--- src/rtl/banco_pkg.sv ---
// -----------------------------------------------------------------------------
// banco_pkg
// Shared defaults and width helper for the register bank and its scoreboard.
//   XLEN_DEF : default data width in bits
//   NREG_DEF : default number of architectural registers
//   calc_aw  : ceil(log2(n)), used for address and counter widths
// -----------------------------------------------------------------------------
package banco_pkg;

    localparam int XLEN_DEF = 32;
    localparam int NREG_DEF = 32;

    // Smallest w such that 2**w >= n (n >= 1).
    function automatic int calc_aw(input int n);
        int w;
        w = 0;
        for (int i = 0; i < 31; i++) begin
            if ((32'sd1 <<< i) < n) begin
                w = i + 1;
            end
        end
        return w;
    endfunction

endpackage

--- src/rtl/banco_registros_sb_scoreboard.sv ---
// -----------------------------------------------------------------------------
// scoreboard_regs
// Pending-write tracking for the register bank: one busy bit per register plus
// a registered population count of those bits.
//   clk, rst_n            : clock, asynchronous active-low reset
//   add_a, add_b          : read addresses whose busy flags are reported
//   write_en, add_dest    : writeback strobe/address (clears a reservation)
//   issue_en, issue_dest  : issue strobe/address (sets a reservation)
//   busy_a, busy_b        : busy flag of the addressed registers
//   busy_cnt              : number of registers currently reserved
// -----------------------------------------------------------------------------
module scoreboard_regs
    import banco_pkg::*;
#(
    parameter int NREG   = NREG_DEF,
    parameter int BYPASS = 1,
    localparam int AW    = calc_aw(NREG),
    localparam int CW    = calc_aw(NREG + 1)
) (
    input  logic          clk,
    input  logic          rst_n,
    input  logic [AW-1:0] add_a,
    input  logic [AW-1:0] add_b,
    input  logic          write_en,
    input  logic [AW-1:0] add_dest,
    input  logic          issue_en,
    input  logic [AW-1:0] issue_dest,
    output logic          busy_a,
    output logic          busy_b,
    output logic [CW-1:0] busy_cnt
);

    logic [NREG-1:0] busy_r;
    logic [CW-1:0]   cnt_r;
    logic [NREG-1:0] set_s;
    logic [NREG-1:0] clr_s;
    logic [NREG-1:0] busy_nxt_s;
    logic            wr_hit_s;
    logic            iss_hit_s;
    logic            inc_s;
    logic            dec_s;
    logic            fwd_a_s;
    logic            fwd_b_s;

    // Next busy vector and counter deltas; register 0 can never be reserved.
    always_comb begin
        wr_hit_s   = write_en && (add_dest != {AW{1'b0}});
        iss_hit_s  = issue_en && (issue_dest != {AW{1'b0}});
        set_s      = iss_hit_s ? ({{(NREG-1){1'b0}}, 1'b1} << issue_dest) : {NREG{1'b0}};
        clr_s      = wr_hit_s  ? ({{(NREG-1){1'b0}}, 1'b1} << add_dest)   : {NREG{1'b0}};
        // Set is applied after clear so a same-cycle re-issue keeps the bit.
        busy_nxt_s = (busy_r & ~clr_s) | set_s;
        // Count only real 0->1 and 1->0 transitions, so WAW issues and
        // writebacks to idle registers leave the counter alone.
        inc_s      = iss_hit_s && !busy_r[issue_dest];
        dec_s      = wr_hit_s && busy_r[add_dest] &&
                     !(iss_hit_s && (issue_dest == add_dest));
    end

    // Busy flags seen by the read ports, with optional writeback forwarding.
    always_comb begin
        fwd_a_s = (BYPASS != 0) && wr_hit_s && (add_dest == add_a) &&
                  !(iss_hit_s && (issue_dest == add_a));
        fwd_b_s = (BYPASS != 0) && wr_hit_s && (add_dest == add_b) &&
                  !(iss_hit_s && (issue_dest == add_b));
        if (fwd_a_s) begin
            busy_a = 1'b0;
        end else begin
            busy_a = busy_r[add_a];
        end
        if (fwd_b_s) begin
            busy_b = 1'b0;
        end else begin
            busy_b = busy_r[add_b];
        end
    end

    // Busy vector and reservation counter state.
    always_ff @(posedge clk or negedge rst_n) begin
        if (!rst_n) begin
            busy_r <= {NREG{1'b0}};
            cnt_r  <= {CW{1'b0}};
        end else begin
            busy_r <= busy_nxt_s;
            cnt_r  <= cnt_r + CW'(inc_s) - CW'(dec_s);
        end
    end

    assign busy_cnt = cnt_r;

endmodule

--- src/rtl/banco_registros_sb.sv ---
// -----------------------------------------------------------------------------
// banco_registros_sb
// Register file with two combinational read ports, one write port, optional
// write-to-read forwarding and a busy scoreboard for pending writebacks.
//   CLK, RST_N            : clock, asynchronous active-low reset
//   Add_A, Add_B          : read addresses
//   Add_Dest, Write_Data, Write_En : writeback port
//   Issue_En, Issue_Dest  : reserve a destination register
//   Info_A, Info_B        : read data (zero latency)
//   Busy_A, Busy_B        : pending-write flags of the read addresses
//   Busy_Cnt              : number of reserved registers
// Register 0 is hardwired to zero and is never reserved.
// -----------------------------------------------------------------------------
module banco_registros_sb
    import banco_pkg::*;
#(
    parameter int XLEN   = XLEN_DEF,
    parameter int NREG   = NREG_DEF,
    parameter int BYPASS = 1,
    localparam int AW    = calc_aw(NREG),
    localparam int CW    = calc_aw(NREG + 1)
) (
    input  logic            CLK,
    input  logic            RST_N,
    input  logic [AW-1:0]   Add_A,
    input  logic [AW-1:0]   Add_B,
    input  logic [AW-1:0]   Add_Dest,
    input  logic [XLEN-1:0] Write_Data,
    input  logic            Write_En,
    input  logic            Issue_En,
    input  logic [AW-1:0]   Issue_Dest,
    output logic [XLEN-1:0] Info_A,
    output logic [XLEN-1:0] Info_B,
    output logic            Busy_A,
    output logic            Busy_B,
    output logic [CW-1:0]   Busy_Cnt
);

    logic [XLEN-1:0] regs_r [NREG];
    logic            wr_hit_s;

    assign wr_hit_s = Write_En && (Add_Dest != {AW{1'b0}});

    // Register storage; entry 0 is only ever loaded by reset.
    always_ff @(posedge CLK or negedge RST_N) begin
        if (!RST_N) begin
            for (int i = 0; i < NREG; i++) begin
                regs_r[i] <= {XLEN{1'b0}};
            end
        end else begin
            if (wr_hit_s) begin
                regs_r[Add_Dest] <= Write_Data;
            end
        end
    end

    // Combinational read ports; forwarding stays live during reset as well.
    always_comb begin
        if ((BYPASS != 0) && wr_hit_s && (Add_Dest == Add_A)) begin
            Info_A = Write_Data;
        end else begin
            Info_A = regs_r[Add_A];
        end
        if ((BYPASS != 0) && wr_hit_s && (Add_Dest == Add_B)) begin
            Info_B = Write_Data;
        end else begin
            Info_B = regs_r[Add_B];
        end
    end

    scoreboard_regs #(
        .NREG   (NREG),
        .BYPASS (BYPASS)
    ) u_sb (
        .clk        (CLK),
        .rst_n      (RST_N),
        .add_a      (Add_A),
        .add_b      (Add_B),
        .write_en   (Write_En),
        .add_dest   (Add_Dest),
        .issue_en   (Issue_En),
        .issue_dest (Issue_Dest),
        .busy_a     (Busy_A),
        .busy_b     (Busy_B),
        .busy_cnt   (Busy_Cnt)
    );

endmodule
--- config.mk ---
export PLATFORM = sky130hd
export DESIGN_NAME = banco_registros_sb
export DESIGN_NICKNAME = d
export VERILOG_FILES = /design/src/rtl/banco_pkg.sv /design/src/rtl/banco_registros_sb_scoreboard.sv /design/src/rtl/banco_registros_sb.sv
export SDC_FILE = /design/constraint.sdc
export NUM_CORES = 2
export LEC_CHECK = 0
export BUFFER_PORTS_ARGS = -buffer_cell sky130_fd_sc_hd__buf_2
export CORE_MARGIN = 5
export CORE_UTILIZATION = 35
export CTS_CLUSTER_DIAMETER = 30
export DETAILED_ROUTE_END_ITERATION = 10
export HOLD_SLACK_MARGIN = 0.1
export SLEW_MARGIN = 10
export SYNTH_ARGS = -nofsm -noshare
export SYNTH_HDL_FRONTEND = slang
export SYNTH_SLANG_ARGS = --single-unit
--- constraint.sdc ---
create_clock -name CLK -period 5.1 [get_ports CLK]
set_input_delay 0.255 -clock CLK [delete_from_list [all_inputs] [get_ports CLK]]
set_output_delay 0.255 -clock CLK [all_outputs]
set_load 0.03 [all_outputs]
==> run summary <==
outcome - finished, final reports clean
Synth Net Count - 4128
Routed WL - 193900 um
Die X - 415.9 um
post-synthesis simple-gate area fraction - 2.266%
Longest Clk Path Bufs - 3
slew margin rel. - 11.84%
Max FO, Critical Path - 19
main combinational cell family by area after synthesis - multiplexers
drc violations - 0
number of global-route vias before repair - 40.25k
total grt overflow - 0
NumNets Final - 4170
Setup-failing EPs final - 0
Post-CTS Setup Repair Bufs - 0
clk_skew - 0.01145 ns
synthesized instance count - 4065
Mapped Area - 57650 um^2
most frequent cells in the layout - 1168 x mux2_2, 1062 x dfrtp_1, 420 x mux4_2, 218 x clkbuf_16, 165 x o22ai_1
Core Footprint - 164400 um^2
drt via density - 6.006
RR Endpoint - u_sb.busy_cnt[4]$_DFF_PN0_
Final Util - 41.83%
largest net degree at the start of global routing - 141
Worst Reg-to-Reg Cells - 13
Req. time, crit path - 5.79 ns
Primary FF master, synth - dfrtp_1
port bufs - 127
metal3 WL - 13650 um
Initial Util - 35.06%
Least-Margin Pin Slew - 1.318 ns
YS warnings - 0
Worst Setup Start Kind - input port
EDFF count, synth - 0
dpl cells - 6036
Syn Area/Cell - 14.18 um^2
Area Overhead vs Synth - 19.31%
Compound-Gate Fraction of Synth Area - 5.938%
Die Span Y - 415.9 um
cell taking the most area after synthesis - dfrtp_1
Synth Area in Adders - 0.1649%
drt wl/cell - 29.89 um
Worst R2R Start - u_sb.busy_r[17]$_DFF_PN0_
post-synthesis mux area share - 41.43%
Die Area - 172900 um^2
initial antenna violation count - 25
detailed-placement wirelength estimate - 114500 um
CTS tree - built
layout cells sized above 1 - 52.89%
fmax - 269.8 MHz
Synth Register Bits - 1062
Slew Viols, Final - 0
row cnt - 149
setup TNS after final layout - 0 ns
RD Place Congestion - 0.8209
remaining antenna violation count - 0
Leak Pwr - 29.42 nW
clock buffer count from CTS - 218
XOR/XNOR Fraction of Synth Area - 0.4558%
I/O pin count - 128
Crit Path Category - in -> reg
Final min period - 3.707 ns
Worst Path Arrival - 4.40 ns
Unique masters post-synth - 56
DR vias - 38.96k
share of the synthesized area in the top cell type - 46.10%
clock sink total - 1062
Finished Layout Cells - 6488
GR Util All Layers - 22.04%
initial drt markers - 3231
Placement Cell Area - 60500 um^2
Fin. Hold Viols - 0
first-pass GRT wire length - 283100 um
cts repair resizes - 0
Max Cap Viol - 0
PwrDens - 463.6 nW/um^2
CTS clk-pin slew, worst paths - 0.05 ns
Final Cycle Share - 72.69%
Synth area leaders - dfrtp_1 46%, mux2_2 23%, mux4_2 16%
H-tree depth - 4
cts hold-fix bufs - 40
unrepaired setup endpoints after global routing - false
Clk Latency, worst-skew pair - 0.81 ns
Max Used Layer - met4
Seq/Total Area, Yosys - 46.10%
reg-to-reg setup timing slack - 1.85 ns
ys async rst share - 100.0%
met1 wire length - 78790 um
most common cell after layout, fill and taps aside - mux2_2
post-layout instance area - 68780 um^2
root buffer cell - clkbuf_16
hold crit path type - in -> async
DR pass1 iterations - 5
CP Capture Type - register
hold_ws - 0.1045 ns
Max IR drop VDD - 358.8 uV
met2 wire len - 92500 um
[registers in the layout, summed over array words and instances, names as in the netlist]
register       flops
regs_r          1024
u_sb.busy_cnt      6
u_sb.busy_r       32
[cells in the mapped netlist (19+ instances only)]
cell	instances
or3_1	24
o22ai_1	165
a211oi_1	29
buf_1	48
a21oi_1	67
mux2_2	1168
clkbuf_1	235
mux2i_1	125
xnor2_1	19
a22o_1	49
nor2b_1	35
nand2_1	77
dfrtp_1	1062
a221oi_1	44
o211ai_1	32
buf_2	166
nor2_1	26
o21ai_0	80
nor3_1	44
mux4_2	420
[per-layer routing]
layer	global-route usage (%)	vias to the layer above
met2	35.53	1743
met4	9.683	0
li1	-	15900
met3	4.440	450
met1	28.90	20870
met5	0	-
[area by class of cell]
class / instances / area, um^2
fillers: 14970 / 95650
diodes: 5 / 12.51
inverters: 15 / 56.30
multi-input cells: 2521 / 29210
flip-flops and latches: 1062 / 26580
clock buffers: 266 / 5916
clock inverters: 141 / 1952
well taps: 2189 / 2739
repair buffers: 289 / 2327
[through the flow]
stage / total power (W) / worst slack, ns
2_1_floorplan: 0.01523 / 2.050
3_3_place_gp: 0.01669 / 1.118
3_5_place_dp: 0.01687 / 1.139
4_1_cts: 0.03205 / 1.480
5_1_grt: 0.03312 / 1.311
6_report: 0.03189 / 1.393
[critical path: stages]
cell	delay [ns]
dlygate4sd3_1	0.62
buf_2	0.29
or2_2	0.40
o41a_1	0.37
a41oi_1	0.18
o21ai_0	0.12
a311oi_1	0.72
ha_1	0.37
inv_1	0.05
ha_1	0.16
inv_1	0.06
fa_1	0.43
inv_1	0.07
a21o_1	0.12
a21oi_1	0.07
xnor2_1	0.12
[where the power goes]
| part | total [W] | leakage (nW) | switching (W) | internal (W) |
|---|---|---|---|---|
| clock | 0.0150 | 3.80 | 0.00500 | 0.0100 |
| combinational | 0.00556 | 12.0 | 0.00240 | 0.00316 |
| sequential | 0.0113 | 13.6 | 0.00121 | 0.0101 |
| total | 0.0319 | 29.4 | 0.00860 | 0.0233 |
[worst max-delay path by stage]
stage	from	end	cells after the start
after floorplan	Issue_Dest[0]	u_sb.busy_cnt[4]$_DFF_PN0_	15
after global placement	Add_Dest[0]	u_sb.busy_cnt[4]$_DFF_PN0_	15
after detailed placement	Add_Dest[0]	u_sb.busy_cnt[4]$_DFF_PN0_	15
after CTS	Add_Dest[0]	Info_A[15]	8
after global routing	Issue_Dest[0]	u_sb.busy_cnt[4]$_DFF_PN0_	16
final	Issue_Dest[0]	u_sb.busy_cnt[4]$_DFF_PN0_	16
[cells by family (layout without fill, tap and decap cells)]
logic type      count (synthesis)  count (layout)
flops                        1062            1062
fa+ha+maj                       7               7
buf+inv                       482             711
simple gates                  255             255
xor+xnor                       30              30
mux                          1715            1715
compound gates                514             514
other cells                     0               5
(Power assumes the default switching activity.)
